## config.mk

```make
export PLATFORM = sky130hd
export DESIGN_NAME = i2c_bus_cond_det_flat
export DESIGN_NICKNAME = d
export VERILOG_FILES = /design/src/rtl/i2c_bus_cond_det_if.sv /design/src/rtl/i2c_bus_cond_det.sv /design/src/flat_wrapper.sv
export SDC_FILE = /design/constraint.sdc
export NUM_CORES = 1
export LEC_CHECK = 0
export CORE_ASPECT_RATIO = 0.7
export CORE_MARGIN = 10
export CORE_UTILIZATION = 57
export DETAILED_ROUTE_END_ITERATION = 6
export HOLD_SLACK_MARGIN = 0.15
export PLACE_DENSITY = 0.81
export REMOVE_ABC_BUFFERS = 1
export SLEW_MARGIN = 0
export SYNTH_ARGS = -nofsm -noshare
export SYNTH_HDL_FRONTEND = slang
export SYNTH_SLANG_ARGS = --single-unit
```

## constraint.sdc

```tcl
create_clock -name clk -period 2.4 [get_ports clk]
set_input_delay 0.6 -clock clk [delete_from_list [all_inputs] [get_ports clk]]
set_output_delay 0.6 -clock clk [all_outputs]
set_load 0.1 [all_outputs]
```

## src/rtl/i2c_bus_cond_det_if.sv

```systemverilog
// ---------------------------------------------------------------------------
// i2c_bus_cond_det_if : raw I2C pins plus filtered lines and bus-condition flags
// Rev 1.0
// ---------------------------------------------------------------------------
`default_nettype none

interface i2c_bus_cond_det_if;
  logic scl_ai;
  logic sda_ai;
  logic scl_o;
  logic sda_o;
  logic scl_rise_o;
  logic scl_fall_o;
  logic start_o;
  logic rstart_o;
  logic stop_o;
  logic busy_o;
  logic timeout_o;

  // master: the detector itself; slave: the protocol FSM / pad side
  modport master (
    input  scl_ai, sda_ai,
    output scl_o, sda_o, scl_rise_o, scl_fall_o,
           start_o, rstart_o, stop_o, busy_o, timeout_o
  );

  modport slave (
    output scl_ai, sda_ai,
    input  scl_o, sda_o, scl_rise_o, scl_fall_o,
           start_o, rstart_o, stop_o, busy_o, timeout_o
  );
endinterface

`default_nettype wire

```

## src/rtl/i2c_bus_cond_det.sv

```systemverilog
// ---------------------------------------------------------------------------
// i2c_bus_cond_det : SCL/SDA synchronizer, glitch filter, START/STOP detector
// Rev 1.0
// ---------------------------------------------------------------------------
`default_nettype none

module i2c_bus_cond_det #(
  parameter int FILT_LEN    = 3,
  parameter int TIMEOUT_CYC = 1000
) (
  input  logic               clk,
  input  logic               rst,
  i2c_bus_cond_det_if.master bus
);

  localparam int FW = $clog2(FILT_LEN + 1);
  localparam int TW = $clog2(TIMEOUT_CYC + 1);
  localparam logic [FW-1:0] FILT_LAST = FW'(FILT_LEN - 1);
  localparam logic [TW-1:0] TO_LAST   = TW'(TIMEOUT_CYC - 1);

  typedef enum logic [1:0] {
    ST_IDLE    = 2'd0,
    ST_BUSY    = 2'd1,
    ST_TIMEOUT = 2'd2
  } state_t;

  logic [1:0] raw;
  logic [1:0] filt;

  assign raw = {bus.sda_ai, bus.scl_ai};

  // Index 0 is SCL, index 1 is SDA
  for (genvar i = 0; i < 2; i++) begin : g_line
    logic          s1_q;
    logic          s2_q;
    logic          f_q;
    logic          f_d;
    logic [FW-1:0] cnt_q;
    logic [FW-1:0] cnt_d;

    always_comb begin
      f_d   = f_q;
      cnt_d = '0;
      if (s2_q != f_q) begin
        if (cnt_q == FILT_LAST) begin
          f_d = s2_q;
        end else begin
          cnt_d = cnt_q + FW'(1);
        end
      end
    end

    always_ff @(posedge clk) begin
      if (rst) begin
        s1_q  <= 1'b1;
        s2_q  <= 1'b1;
        f_q   <= 1'b1;
        cnt_q <= '0;
      end else begin
        s1_q  <= raw[i];
        s2_q  <= s1_q;
        f_q   <= f_d;
        cnt_q <= cnt_d;
      end
    end

    assign filt[i] = f_q;
  end

  logic scl;
  logic sda;
  logic scl_prev_q;
  logic sda_prev_q;
  logic start_c;
  logic stop_c;

  assign scl = filt[0];
  assign sda = filt[1];

  // A simultaneous SCL change makes scl_prev_q != scl, which suppresses both conditions
  assign start_c = scl_prev_q & scl & sda_prev_q & ~sda;
  assign stop_c  = scl_prev_q & scl & ~sda_prev_q & sda;

  state_t        state_q;
  state_t        state_d;
  logic [TW-1:0] tcnt_q;
  logic [TW-1:0] tcnt_d;
  logic          start_q;
  logic          start_d;
  logic          rstart_q;
  logic          rstart_d;
  logic          stop_q;
  logic          stop_d;
  logic          rise_q;
  logic          fall_q;

  always_comb begin
    state_d  = state_q;
    tcnt_d   = '0;
    start_d  = 1'b0;
    rstart_d = 1'b0;
    stop_d   = stop_c;
    case (state_q)
      ST_IDLE: begin
        if (start_c) begin
          state_d = ST_BUSY;
          start_d = 1'b1;
        end
      end
      ST_BUSY: begin
        if (start_c) begin
          rstart_d = 1'b1;
        end else if (stop_c) begin
          state_d = ST_IDLE;
        end else if (!scl) begin
          if (tcnt_q == TO_LAST) begin
            state_d = ST_TIMEOUT;
          end else begin
            tcnt_d = tcnt_q + TW'(1);
          end
        end
      end
      ST_TIMEOUT: begin
        if (start_c) begin
          state_d = ST_BUSY;
          start_d = 1'b1;
        end else if (stop_c || (scl && sda)) begin
          state_d = ST_IDLE;
        end
      end
      default: begin
        state_d = ST_IDLE;
      end
    endcase
  end

  always_ff @(posedge clk) begin
    if (rst) begin
      state_q    <= ST_IDLE;
      tcnt_q     <= '0;
      scl_prev_q <= 1'b1;
      sda_prev_q <= 1'b1;
      start_q    <= 1'b0;
      rstart_q   <= 1'b0;
      stop_q     <= 1'b0;
      rise_q     <= 1'b0;
      fall_q     <= 1'b0;
    end else begin
      state_q    <= state_d;
      tcnt_q     <= tcnt_d;
      scl_prev_q <= scl;
      sda_prev_q <= sda;
      start_q    <= start_d;
      rstart_q   <= rstart_d;
      stop_q     <= stop_d;
      rise_q     <= ~scl_prev_q & scl;
      fall_q     <= scl_prev_q & ~scl;
    end
  end

  assign bus.scl_o      = scl;
  assign bus.sda_o      = sda;
  assign bus.scl_rise_o = rise_q;
  assign bus.scl_fall_o = fall_q;
  assign bus.start_o    = start_q;
  assign bus.rstart_o   = rstart_q;
  assign bus.stop_o     = stop_q;
  assign bus.busy_o     = (state_q == ST_BUSY);
  assign bus.timeout_o  = (state_q == ST_TIMEOUT);

endmodule

`default_nettype wire

```

## src/flat_wrapper.sv

```systemverilog
// flat-port wrapper written by rule: the top's interface ports become plain ports
module i2c_bus_cond_det_flat 
#(
  parameter int FILT_LEN    = 3,
  parameter int TIMEOUT_CYC = 1000
)
  (clk, rst, bus_scl_ai, bus_sda_ai, bus_scl_o, bus_sda_o, bus_scl_rise_o, bus_scl_fall_o, bus_start_o, bus_rstart_o, bus_stop_o, bus_busy_o, bus_timeout_o);
  i2c_bus_cond_det_if bus_i ();
  input  logic clk;
  input  logic rst;
  input wire logic [$bits(bus_i.scl_ai)-1:0] bus_scl_ai;
  input wire logic [$bits(bus_i.sda_ai)-1:0] bus_sda_ai;
  output wire logic [$bits(bus_i.scl_o)-1:0] bus_scl_o;
  output wire logic [$bits(bus_i.sda_o)-1:0] bus_sda_o;
  output wire logic [$bits(bus_i.scl_rise_o)-1:0] bus_scl_rise_o;
  output wire logic [$bits(bus_i.scl_fall_o)-1:0] bus_scl_fall_o;
  output wire logic [$bits(bus_i.start_o)-1:0] bus_start_o;
  output wire logic [$bits(bus_i.rstart_o)-1:0] bus_rstart_o;
  output wire logic [$bits(bus_i.stop_o)-1:0] bus_stop_o;
  output wire logic [$bits(bus_i.busy_o)-1:0] bus_busy_o;
  output wire logic [$bits(bus_i.timeout_o)-1:0] bus_timeout_o;
  assign bus_i.scl_ai = bus_scl_ai;
  assign bus_i.sda_ai = bus_sda_ai;
  assign bus_scl_o = bus_i.scl_o;
  assign bus_sda_o = bus_i.sda_o;
  assign bus_scl_rise_o = bus_i.scl_rise_o;
  assign bus_scl_fall_o = bus_i.scl_fall_o;
  assign bus_start_o = bus_i.start_o;
  assign bus_rstart_o = bus_i.rstart_o;
  assign bus_stop_o = bus_i.stop_o;
  assign bus_busy_o = bus_i.busy_o;
  assign bus_timeout_o = bus_i.timeout_o;
  i2c_bus_cond_det #(.FILT_LEN(FILT_LEN), .TIMEOUT_CYC(TIMEOUT_CYC)) u_core (.clk(clk), .rst(rst), .bus(bus_i));
endmodule
```

# [Word level (Yosys, flattened, before mapping)]
# Cells that the tools add are included.
[totals] regBits=29
[classes] n_addsub=3 mux=9 bitwise_logic=15 eq_ne=12 n_reduce_logical=12
[op_table] op="2-bit 2-to-1 mux" count=7
[op_table] op="10-bit by 1-bit adder with 10-bit output, second input constant" count=1
[op_table] op="10-bit == test, second input constant" count=1
[op_table] op="1-bit NOT" count=8
[op_table] op="1-bit bitwise AND" count=7
[op_table] op="2-bit == test, second input constant" count=3
[op_table] op="3-bit by 1-bit != test with 1-bit output, second input constant" count=2
[op_table] op="2-bit one-hot mux with 3 select lines" count=1
[op_table] op="2-bit OR reduction" count=3
[op_table] op="3-bit OR reduction" count=2
[op_table] op="6-bit OR reduction" count=1
[op_table] op="5-bit AND reduction" count=1
[op_table] op="2-bit by 1-bit adder with 2-bit output, second input constant" count=2
[op_table] op="2-bit AND reduction" count=2
[op_table] op="3-bit != test, second input constant" count=1
[op_table] op="2-bit by 1-bit == test with 1-bit output, second input constant" count=1
[op_table] op="2-bit logical NOT" count=1
[op_table] op="1-bit != test" count=2
[op_table] op="2-bit by 1-bit != test with 1-bit output, second input constant" count=1
[op_table] op="2-bit != test, second input constant" count=1
[op_table] op="1-bit logical AND" count=1
[op_table] op="1-bit logical OR" count=1
[op_table] op="1-bit 2-to-1 mux" count=1

# [Depth between registers and ports, before layout]
[logic_depth] ltp_word=7 mapped_depth=6

# [Worst setup path after synthesis]
# No wires, ideal clock.
[synth_timing] path_type="register to register" startpoint="reg u_core.state_q[0]" endpoint="reg u_core.state_q[0]" period_less_slack_ps=2614 setup_time_ps=86 path_slack_ps=-214 arrival_ps=2528 stages_incl_launch_ff=5 path_cell_list="dfxtp_1 > nor2b_1 > a22oi_1 > or2_2 > a221oi_2"
[synth_via] elab_chain_len=3
[synth_lines] item="from (decl)" line_no="i2c_bus_cond_det.sv:84" text="state_t state_q;"
[synth_lines] item="from (signal assigned)" line_no="i2c_bus_cond_det.sv:149" text="state_q <= state_d;"
[synth_lines] item="2-bit == test (*)"
[synth_lines] item="via bus_timeout_o" line_no="flat_wrapper.sv:21" text="output wire logic [$bits(bus_i.timeout_o)-1:0] bus_timeout_o;"
[synth_lines] item="3-bit by 1-bit != test with 1-bit output (no line)"
[synth_lines] item="5-bit AND reduction (no line)"
# Mark *: on every way through the listed nets, which the timed path passes. The rest lies on a longest branch.
# A chain may end at the register's enable or synchronous reset.

# [Worst setup path after layout]
[layout_timing] startpoint="reg u_core.state_q[0]" endpoint="out bus_busy_o"
[layout_via] elab_chain_len=1
[layout_lines] item="2-bit by 1-bit == test with 1-bit output" line_no="i2c_bus_cond_det.sv:168" text="assign bus.busy_o = (state_q == ST_BUSY);"
[layout_lines] item="to (decl)" line_no="flat_wrapper.sv:20" text="output wire logic [$bits(bus_i.busy_o)-1:0] bus_busy_o;"
# No other way between the ends.

==> results.json <==
{
  "status": "completed",
  "yosysSeqAreaShare": 0.514,
  "worst_pin_slew_ns": 0.343,
  "core_area_um2": 1870,
  "dpl_cell_area_um2": 1240,
  "fin_tns_setup_ns": 0,
  "leakagePower_nw": 0.483,
  "cts.path.max_buffers": 2,
  "hold_viol": 0,
  "syn_area_um2": 1130,
  "crit_required_ns": 1.80,
  "dp.cells": 149,
  "num_antenna_cells": 0,
  "wl_mm": 1.93,
  "p_total_mw": 0.798,
  "cts.clk_slew.worst_paths_ns": 0.08,
  "cts_num_sinks": 29,
  "final.period_utilization": 0.779,
  "yosysTopAreaCell": "dfxtp_1",
  "fin_util": 0.694,
  "crit_start": "u_core.state_q[0]",
  "ctsHoldBuffers": 0,
  "drc": 0,
  "area_growth_pct": 14.8,
  "grt_pass1_vias": 759,
  "grt_util_all_layers": 0.102,
  "netSwitchingFraction": 0.207,
  "syn_avg_cell_area_um2": 9.66,
  "peakVddDrop_mv": 0.523,
  "antenna_found_initial": 0,
  "initial_utilization": 0.604,
  "hold_class": "reg -> reg",
  "timing.rr.start": "u_core.tcnt_q[0]",
  "cp_slowest_cell": "dfxtp_1",
  "first_pass_iters": 4,
  "clockRootBuffer": "clkbuf_4",
  "fp.dieW_um": 73.2,
  "whs_ns": 0.413,
  "r2r_setup_slack_ns": 0.74,
  "clk_latency_ns": 0.33,
  "worstSetupPathType": "reg -> out",
  "layout_min_cycle_time_ns": 1.87,
  "drt_iter0_drc": 63,
  "drive_above_1_share": 0.194,
  "cts_setup_buffers": 0,
  "netlist_instances": 117,
  "path_max_fanout": 6,
  "grt.overflow.total": 0,
  "p_int_mw": 0.633,
  "p_seq_frac": 0.611,
  "r2r_end": "u_core.tcnt_q[2]",
  "p_sw_mw": 0.165,
  "cts-resized-gates": 0,
  "yosysWarnings": 0,
  "dp_hpwl_mm": 1.43,
  "cp_num_buf_inv": 2,
  "die_area_um2": 4190,
  "detail-route-antenna-nets": 0,
  "portBuffers": 12,
  "pre_cts_slack_ns": 0.498,
  "max_freq_mhz": 535,
  "setup_ws_ns": 0.531,
  "rsz0062_at_grt": "false",
  "synthTopCellsByArea": "dfxtp_1, xnor2_1, nor2_1",
  "pwr-share-clk": 0.367,
  "drv_slew": 0,
  "postLayoutCellArea_um2": 1300,
  "io_pins": 13,
  "yosysUniqueCellTypes": 34,
  "ys_ff_latch": 29,
  "via_per_inst": 5.29,
  "cts_tree": "built",
  "drv_cap": 0,
  "r2r_cells": 5,
  "fin_nets": 141,
  "dieHeight_um": 57.3,
  "skew_ns": 0.00945,
  "setup_viol_count_final": 0,
  "grt_max_degree": 12,
  "critPathMaxStageDelay_ns": 0.45,
  "crit_chain": "nand2b_2 -> clkinv_2 -> buf_4",
  "critPathLaunchType": "flop",
  "wire_per_inst_um": 12.4,
  "vias": 825,
  "cts_buffers": 5,
  "place_congestion": 0.786,
  "crit_family": "flip-flops",
  "crit_cells": 3,
  "comb_power_share": 0.022,
  "p_per_area_nw_per_um2": 615,
  "grt_first_pass_wirelength_mm": 3.33,
  "rows": 13,
  "slew-limit-headroom": 0.770,
  "synth.top_cell.area_share": 0.514,
  "cp-end-kind": "primary output",
  "cts_max_level": 2,
  "final_cells": 156,
  "worstPathArrival_ns": 1.27,
  "crit_end": "bus_busy_o"
}
power by group through the flow:
stage	sequential, mW	clock (mW)	combinational [mW]
4_1_cts	0.487	0.303	0.0180
3_3_place_gp	0.498	0	0.0175
2_1_floorplan	0.499	0	0.00698
5_1_grt	0.488	0.323	0.0201
3_5_place_dp	0.498	0	0.0180
6_report	0.487	0.293	0.0179
layout by cell type (no fill, tap or decap), drive strengths merged, types with 3 or more instances in the layout:
cell type       n
ha              3
nor2           17
dfxtp          29
nor3            6
xnor2           8
or2             6
clkbuf          7
inv             6
or3             4
buf            10
clkdlybuf4s50   3
nand2           5
xor2            3
nand3           6
metal layers:
metal  vias to the layer above  share of wire  track usage
li1                        427              -            -
met1                       378           0.49        0.116
met2                        15           0.42        0.138
met3                         5          0.076       0.0656
met4                         0          0.023       0.0622
met5                         -              0            0
cell families after synthesis:
group / synth area share
xor+xnor: 0.0853
mux: 0.00886
fa+ha+maj: 0.0332
compound gates: 0.0598
simple gates: 0.257
flops: 0.514
buf+inv: 0.0421
cells in the mapped netlist:
| library cell | number |
|---|---|
| a22oi_1 | 1 |
| buf_6 | 1 |
| or2_2 | 6 |
| buf_2 | 1 |
| or3b_1 | 1 |
| or3_1 | 4 |
| o211ai_1 | 1 |
| nor2_1 | 17 |
| nor3_1 | 6 |
| nand3b_1 | 2 |
| o2111ai_1 | 1 |
| nand3_1 | 5 |
| o31ai_1 | 1 |
| and3_1 | 1 |
| clkinv_2 | 1 |
| xnor2_1 | 8 |
| a221oi_2 | 1 |
| clkbuf_1 | 1 |
| a21oi_1 | 1 |
| a21boi_0 | 1 |
| nor2b_1 | 1 |
| nand3_2 | 1 |
| nor3b_1 | 1 |
| xor2_1 | 3 |
| nand2b_2 | 1 |
| mux2i_1 | 1 |
| ha_1 | 3 |
| nand2_1 | 5 |
| a22o_1 | 1 |
| nand4_1 | 2 |
| nand4b_1 | 1 |
| dfxtp_1 | 29 |
| nand2b_1 | 1 |
| inv_1 | 6 |
state kept, by name (all words and copies together), names as in the netlist, 2 cells and up:
register and count:
u_core.tcnt_q 10, u_core.g_line.cnt_q 4, u_core.g_line.s1_q 2, u_core.g_line.s2_q 2, u_core.state_q 2
cell type report:
| type | instances | area (um2) |
|---|---|---|
| repair buffers | 13 | 105 |
| flip-flops and latches | 29 | 581 |
| clock buffers | 7 | 55.1 |
| inverters | 7 | 27.5 |
| multi-input cells | 78 | 502 |
| well taps | 22 | 27.5 |
| fillers | 152 | 573 |
worst min path at each step:
stage	startpoint	end	slack [ns]	cells after the start
global route	u_core.g_line[0].s1_q	u_core.g_line[0].s2_q	0.43	1
detailed placement	u_core.g_line[0].s1_q	u_core.g_line[0].s2_q	0.39	1
finish	u_core.g_line[0].s1_q	u_core.g_line[0].s2_q	0.41	1
CTS	u_core.g_line[0].s1_q	u_core.g_line[0].s2_q	0.41	1
global placement	u_core.g_line[0].s1_q	u_core.g_line[0].s2_q	0.39	1
floorplan	u_core.g_line[0].s1_q	u_core.g_line[0].s2_q	0.39	1
worst register-to-register path, stage by stage (launching register included):
cell and delay, ns:
dfxtp_1 0.38, ha_1 0.25, nand4b_1 0.15, nor3_1 0.30
or3_1 0.38, nor2_1 0.09
Power figures use the tool's default switching activity.
